**src/rtl/gcd_pkg.sv**
```systemverilog
// ---------------------------------------------------------------------------
// gcd_pkg
//   Shared definitions for the round-robin GCD scheduler slice.
//   - state_e       : FSM states of the shared GCD engine
//   - NREQ_DEFAULT  : default number of requester ports
//   - WIDTH_DEFAULT : default operand/result width
//   - idw()         : requester-ID width for a given port count
// ---------------------------------------------------------------------------
package gcd_pkg;

  typedef enum logic [1:0] {
    IDLE = 2'd0,
    RUN  = 2'd1,
    DONE = 2'd2
  } state_e;

  localparam int NREQ_DEFAULT  = 4;
  localparam int WIDTH_DEFAULT = 16;

  // Keep the ID at least one bit wide so a port vector is always legal.
  function automatic int idw(input int n);
    return (n > 1) ? $clog2(n) : 1;
  endfunction

endpackage

```
**src/rtl/gcd_rr_arbiter.sv**
```systemverilog
// ---------------------------------------------------------------------------
// gcd_rr_arbiter
//   Combinational rotate-priority pick. Searches rr_ptr_i+1, rr_ptr_i+2, ...
//   (mod NREQ) and returns the first requester with a pending job.
//   Ports:
//     req_valid_i : per-requester pending flags
//     rr_ptr_i    : index of the most recently granted requester
//     grant_o     : index of the selected requester (0 when none valid)
//     any_valid_o : at least one requester is pending
// ---------------------------------------------------------------------------
module gcd_rr_arbiter
  import gcd_pkg::*;
#(
  parameter  int NREQ = NREQ_DEFAULT,
  localparam int IDW  = idw(NREQ)
) (
  input  logic [NREQ-1:0] req_valid_i,
  input  logic [IDW-1:0]  rr_ptr_i,
  output logic [IDW-1:0]  grant_o,
  output logic            any_valid_o
);

  // Walk the search order from farthest to nearest so the nearest pending
  // requester after the pointer is the last (and therefore winning) write.
  always_comb begin
    logic [IDW-1:0] idx;
    idx         = '0;
    grant_o     = '0;
    any_valid_o = 1'b0;
    for (int k = NREQ; k >= 1; k--) begin
      idx = IDW'((int'(rr_ptr_i) + k) % NREQ);
      if (req_valid_i[idx]) begin
        grant_o     = idx;
        any_valid_o = 1'b1;
      end
    end
  end

endmodule

```
**src/rtl/gcd_rr_scheduler.sv**
```systemverilog
// ---------------------------------------------------------------------------
// gcd_rr_scheduler
//   One iterative subtract-and-compare GCD engine shared round-robin among
//   NREQ requesters. One job in flight; valid/ready on every port.
//   Ports:
//     clk_i, rst_i   : clock, synchronous active-high reset
//     req_valid_i    : requester i has a job pending
//     req_a_i/req_b_i: operands, requester i at [i*WIDTH +: WIDTH]
//     req_ready_o    : one-hot grant, only in IDLE
//     rsp_valid_o    : result available (held until rsp_ready_i)
//     rsp_ready_i    : consumer accepts result
//     rsp_id_o       : requester that owns the result
//     rsp_gcd_o      : GCD result
//     rsp_err_o      : both operands were zero
//     busy_o         : engine not idle
// ---------------------------------------------------------------------------
module gcd_rr_scheduler
  import gcd_pkg::*;
#(
  parameter  int NREQ  = NREQ_DEFAULT,
  parameter  int WIDTH = WIDTH_DEFAULT,
  localparam int IDW   = idw(NREQ)
) (
  input  logic                  clk_i,
  input  logic                  rst_i,
  input  logic [NREQ-1:0]       req_valid_i,
  input  logic [NREQ*WIDTH-1:0] req_a_i,
  input  logic [NREQ*WIDTH-1:0] req_b_i,
  output logic [NREQ-1:0]       req_ready_o,
  output logic                  rsp_valid_o,
  input  logic                  rsp_ready_i,
  output logic [IDW-1:0]        rsp_id_o,
  output logic [WIDTH-1:0]      rsp_gcd_o,
  output logic                  rsp_err_o,
  output logic                  busy_o
);

  state_e           state_q;
  logic [WIDTH-1:0] a_q;
  logic [WIDTH-1:0] b_q;
  logic [WIDTH-1:0] gcd_q;
  logic [IDW-1:0]   id_q;
  logic [IDW-1:0]   rr_ptr_q;
  logic             valid_q;
  logic             err_q;

  logic [IDW-1:0]   grant_idx;
  logic             any_valid;
  logic             accept;
  logic [WIDTH-1:0] sel_a;
  logic [WIDTH-1:0] sel_b;

  gcd_rr_arbiter #(
    .NREQ (NREQ)
  ) u_arbiter (
    .req_valid_i (req_valid_i),
    .rr_ptr_i    (rr_ptr_q),
    .grant_o     (grant_idx),
    .any_valid_o (any_valid)
  );

  // A job is taken only while idle and never during the reset cycle.
  assign accept = (state_q == IDLE) && any_valid && !rst_i;

  // Operand mux for the granted requester and the one-hot ready vector.
  always_comb begin
    req_ready_o = '0;
    sel_a       = '0;
    sel_b       = '0;
    for (int i = 0; i < NREQ; i++) begin
      if (grant_idx == IDW'(i)) begin
        sel_a          = req_a_i[i*WIDTH +: WIDTH];
        sel_b          = req_b_i[i*WIDTH +: WIDTH];
        req_ready_o[i] = accept;
      end
    end
  end

  // Engine FSM: load on accept, one compare-or-subtract step per RUN cycle,
  // hold the result in DONE until the consumer takes it. Zero operands skip
  // RUN entirely since gcd(x,0) = x and the loop would never converge.
  always_ff @(posedge clk_i) begin
    if (rst_i) begin
      state_q  <= IDLE;
      a_q      <= '0;
      b_q      <= '0;
      gcd_q    <= '0;
      id_q     <= '0;
      rr_ptr_q <= IDW'(NREQ - 1);
      valid_q  <= 1'b0;
      err_q    <= 1'b0;
    end else begin
      case (state_q)
        IDLE: begin
          if (accept) begin
            a_q      <= sel_a;
            b_q      <= sel_b;
            id_q     <= grant_idx;
            rr_ptr_q <= grant_idx;
            if ((sel_a == '0) || (sel_b == '0)) begin
              gcd_q   <= sel_a | sel_b;
              err_q   <= (sel_a == '0) && (sel_b == '0);
              valid_q <= 1'b1;
              state_q <= DONE;
            end else begin
              err_q   <= 1'b0;
              state_q <= RUN;
            end
          end
        end
        RUN: begin
          if (a_q == b_q) begin
            gcd_q   <= a_q;
            valid_q <= 1'b1;
            state_q <= DONE;
          end else if (a_q > b_q) begin
            a_q <= a_q - b_q;
          end else begin
            b_q <= b_q - a_q;
          end
        end
        DONE: begin
          if (rsp_ready_i) begin
            valid_q <= 1'b0;
            state_q <= IDLE;
          end
        end
        default: begin
          state_q <= IDLE;
        end
      endcase
    end
  end

  assign rsp_valid_o = valid_q;
  assign rsp_id_o    = id_q;
  assign rsp_gcd_o   = gcd_q;
  assign rsp_err_o   = err_q;
  assign busy_o      = (state_q != IDLE);

endmodule
```
**config.mk**
```make
export PLATFORM = sky130hd
export DESIGN_NAME = gcd_rr_scheduler
export DESIGN_NICKNAME = d
export VERILOG_FILES = /design/src/rtl/gcd_pkg.sv /design/src/rtl/gcd_rr_arbiter.sv /design/src/rtl/gcd_rr_scheduler.sv
export SDC_FILE = /design/constraint.sdc
export NUM_CORES = 1
export LEC_CHECK = 0
export BUFFER_PORTS_ARGS = -buffer_cell sky130_fd_sc_hd__buf_2
export CORE_ASPECT_RATIO = 1.25
export CORE_MARGIN = 4
export CORE_UTILIZATION = 58
export CTS_BUF_LIST = sky130_fd_sc_hd__clkbuf_4 sky130_fd_sc_hd__clkbuf_8
export DETAILED_ROUTE_END_ITERATION = 12
export GPL_ROUTABILITY_DRIVEN = 0
export GPL_TIMING_DRIVEN = 0
export PLACE_DENSITY = 0.93
export SETUP_SLACK_MARGIN = 0.02
export SLEW_MARGIN = 20
export SYNTH_ARGS = -nofsm -noshare
export SYNTH_HDL_FRONTEND = slang
export SYNTH_SLANG_ARGS = --single-unit
```
**constraint.sdc**
```tcl
create_clock -name clk_i -period 6.4 [get_ports clk_i]
set_input_delay 0.32 -clock clk_i [delete_from_list [all_inputs] [get_ports clk_i]]
set_output_delay 0.32 -clock clk_i [all_outputs]
set_load 0.02 [all_outputs]
```
==> flow_metrics.env <==
export IMPL_status="finished, final reports clean"
export IMPL_hpwl_um=16300
export IMPL_crit_fanout=10
export IMPL_ys_seq_area_share_pct=21.0
export IMPL_p_per_area_nw_per_um2=451
export IMPL_ys_top_cells_by_area="dfxtp_1, a211oi_1, ha_1, nand2_1, a31o_2"
export IMPL_grt_max_degree=17
export IMPL_rows=38
export IMPL_vdd_drop_max_v=0.000303
export IMPL_ys_ff_latch=56
export IMPL_tns_ps=0
export IMPL_synth_cells=721
export IMPL_grt_overflow=0
export IMPL_vias_per_cell=6.66
export IMPL_synth_ff_type="dfxtp_1"
export IMPL_drc=0
export IMPL_fmax_mhz=262
export IMPL_finalCritPeriodShare_pct=59.5
export IMPL_grt_util_met1_pct=42.3
export IMPL_drtIter0Drc=860
export IMPL_hold_buffers=0
export IMPL_start_util_pct=60.2
export IMPL_pre_cts_ws_ps=2770
export IMPL_crit_required_ps=6640
export IMPL_ant_nets=0
export IMPL_syn_to_final_growth_pct=20.1
export IMPL_wl_per_cell_um=21.0
export IMPL_ys_warnings_count=0
export IMPL_synth_edff_count=0
export IMPL_cts_tree="done"
export IMPL_grt_pass1_wl_um=31900
export IMPL_insertion_delay_ps=330
export IMPL_hold_viol=0
export IMPL_grt_busiest_layer="met2"
export IMPL_post_synth_top_area_fraction_pct=21.0
export IMPL_numCtsBuffers=5
export IMPL_core_area_um2=8840
export IMPL_slew_headroom_pct=40.3
export IMPL_max_cap_violations=0
export IMPL_first_pass_iters=12
export IMPL_synth_top_area_cell="dfxtp_1"
export IMPL_antenna_cells=0
export IMPL_cts_root_buffer="clkbuf_8"
export IMPL_htree_levels=2
export IMPL_die_h_um=115
export IMPL_cts_max_path_buffers=2
export IMPL_hold_path_class="input port to flip-flop"
export IMPL_post_cts_buffers=0
export IMPL_io_buffers=159
export IMPL_die_w_um=93.7
export IMPL_period_minus_slack_ps=3810
export IMPL_wirelength_um=21100
export IMPL_fp_dieArea_um2=10800
export IMPL_final_nets=1055
export IMPL_grt_pass1_vias=6449
export IMPL_setup_violations=0
export IMPL_groute_usage_overall_pct=37.9
export IMPL_worst_slack_ps=2590
export IMPL_vias=6709
export IMPL_critPathCaptureType="flip-flop"
export IMPL_leakage_nw=2.85
export IMPL_n_fill_cell=722
export IMPL_ys_types=52
export IMPL_tightestPinTransition_ps=895
export IMPL_synthesis_nets=889
export IMPL_crit_path_start_kind="flip-flop"
export IMPL_fin_skew_ps=5.40
export IMPL_met2_usage_pct=60.4
export IMPL_async_flop_share_pct=0
export IMPL_pin_count=160
export IMPL_arrival_ps=4050
export IMPL_post_cts_resized=0
export IMPL_grt_use_met3_pct=12.6
export IMPL_clock_sinks=56
export IMPL_rsz0062_at_grt="no"
export IMPL_avgSynthCellArea_um2=7.39
export IMPL_drv_slew=0
export IMPL_path_class="flip-flop to flip-flop"
export IMPL_antenna_found_initial=0
export IMPL_clk_pin_slew_ps=100
export IMPL_syn_area_um2=5330
export IMPL_drive_above_1_share_pct=27.6
per-layer routing:
| metal | up-vias | wire [um] |
|---|---|---|
| li1 | 2970 | - |
| met1 | 3004 | 7050 |
| met2 | 572 | 9250 |
| met3 | 163 | 3100 |
| met4 | 0 | 1740 |
| met5 | - | 0 |
state kept, by name, indices dropped and copies added, names as in the netlist:
signal / count
b_q: 16
a_q: 16
rsp_valid_o: 1
rsp_id_o: 2
rr_ptr_q: 2
rsp_gcd_o: 16
state_q: 2
rsp_err_o: 1
Yosys cell counts, drive strengths merged, types with 5 or more instances:
cell,number
inv,42
o21ai,21
a21oi,46
a221oi,5
nand2,82
a211oi,89
dfxtp,56
buf,16
nor3,16
a31oi,6
clkbuf,47
xnor2,20
xor2,5
nor2b,5
and3,40
o21bai,6
o221ai,16
nand2b,7
ha,31
nor2,48
nand3,36
a21o,10
nand4,10
a31o,33
logic make-up (layout without fill, tap and decap cells):
kind of cell               after synthesis  count (layout)  synth area share (%)
xor gates and xnor gates                25              25                  4.11
AOI/OAI and AO/OA                      239             239                  34.2
and+or+nand+nor                        262             262                  23.8
buffers and inverters                  105             272                  8.64
muxes                                    1               1                 0.188
DFF                                     56              56                  21.0
adders and majority gates               33              33                  8.03
critical path, cell delays in order, from the launching register on:
cell      delay (ps)
dfxtp_1          430
inv_1             90
ha_1             290
clkbuf_1         190
a21o_1           200
a21oi_1          290
o21ai_0          150
a211oi_1         340
o21ai_0          270
a31o_2           310
a21oi_1          280
clkbuf_1         520
a21oi_1           90
a221oi_1         280
final cells by class:
type	count	area, um2	share of cell area, %
multi-input combinational	560	3750	58.5
sequential	56	1120	17.5
timing repair buffer	159	796	12.4
buffer	63	303	4.73
inverter	42	158	2.46
tap	120	150	2.35
clock buffer	7	96.3	1.51
clock inverter	1	30.0	0.469
stage by stage:
step	total power [W]	cell area [um2]	utilization, %	hold WS [ps]	cells
after detailed placement	0.00253	6270	70.9	452	1000
after global placement	0.00247	6270	70.9	448	1000
final	0.00289	6400	72.4	355	1008
after floorplan	0.00204	5330	-	462	721
after global routing	0.00308	6400	72.4	365	1008
after CTS	0.00279	6400	72.4	351	1008
path summary, 6_finish.rpt:
kind | endpoint | depth (start not counted) | slack (ps) | from
worst max register to register | a_q[11] | 13 | 2590 | a_q[6]
worst min-delay path | state_q[1] | 4 | 360 | rsp_ready_i
worst max-delay path | a_q[11] | 13 | 2590 | a_q[6]
worst min register to register | rsp_err_o | 2 | 470 | rsp_err_o
report_power, final:
group	internal (W)	switching [W]	leakage [nW]
Sequential	0.000452	0.0000915	0.463
Combinational	0.000818	0.00127	2.32
Clock	0.000138	0.000122	0.0645
cell usage in the layout, fill, tap and decap left out, types with 4 or more instances in the layout:
cell      netlist  layout
nand4_1        10      10
a21oi_2        10      10
o221ai_1        6       6
xor2_1          5       5
nand2b_1        7       7
dfxtp_1        56      56
buf_2           9     168
nand3_1        36      36
a211oi_1       88      88
a221oi_1        5       5
inv_1          42      42
o21ai_0        19      19
nor3_1         16      16
nand2_1        82      82
clkbuf_1       45      45
nor2b_1         5       5
and3_1         40      40
ha_1           31      31
a31oi_1         6       6
xnor2_1        20      20
clkbuf_8        0       7
a21oi_1        35      35
o21bai_1        6       6
a21o_1         10      10
o221ai_2       10      10
a31o_2         31      31
buf_6           4       4
nor2_1         48      48
(Power assumes the default switching activity.)
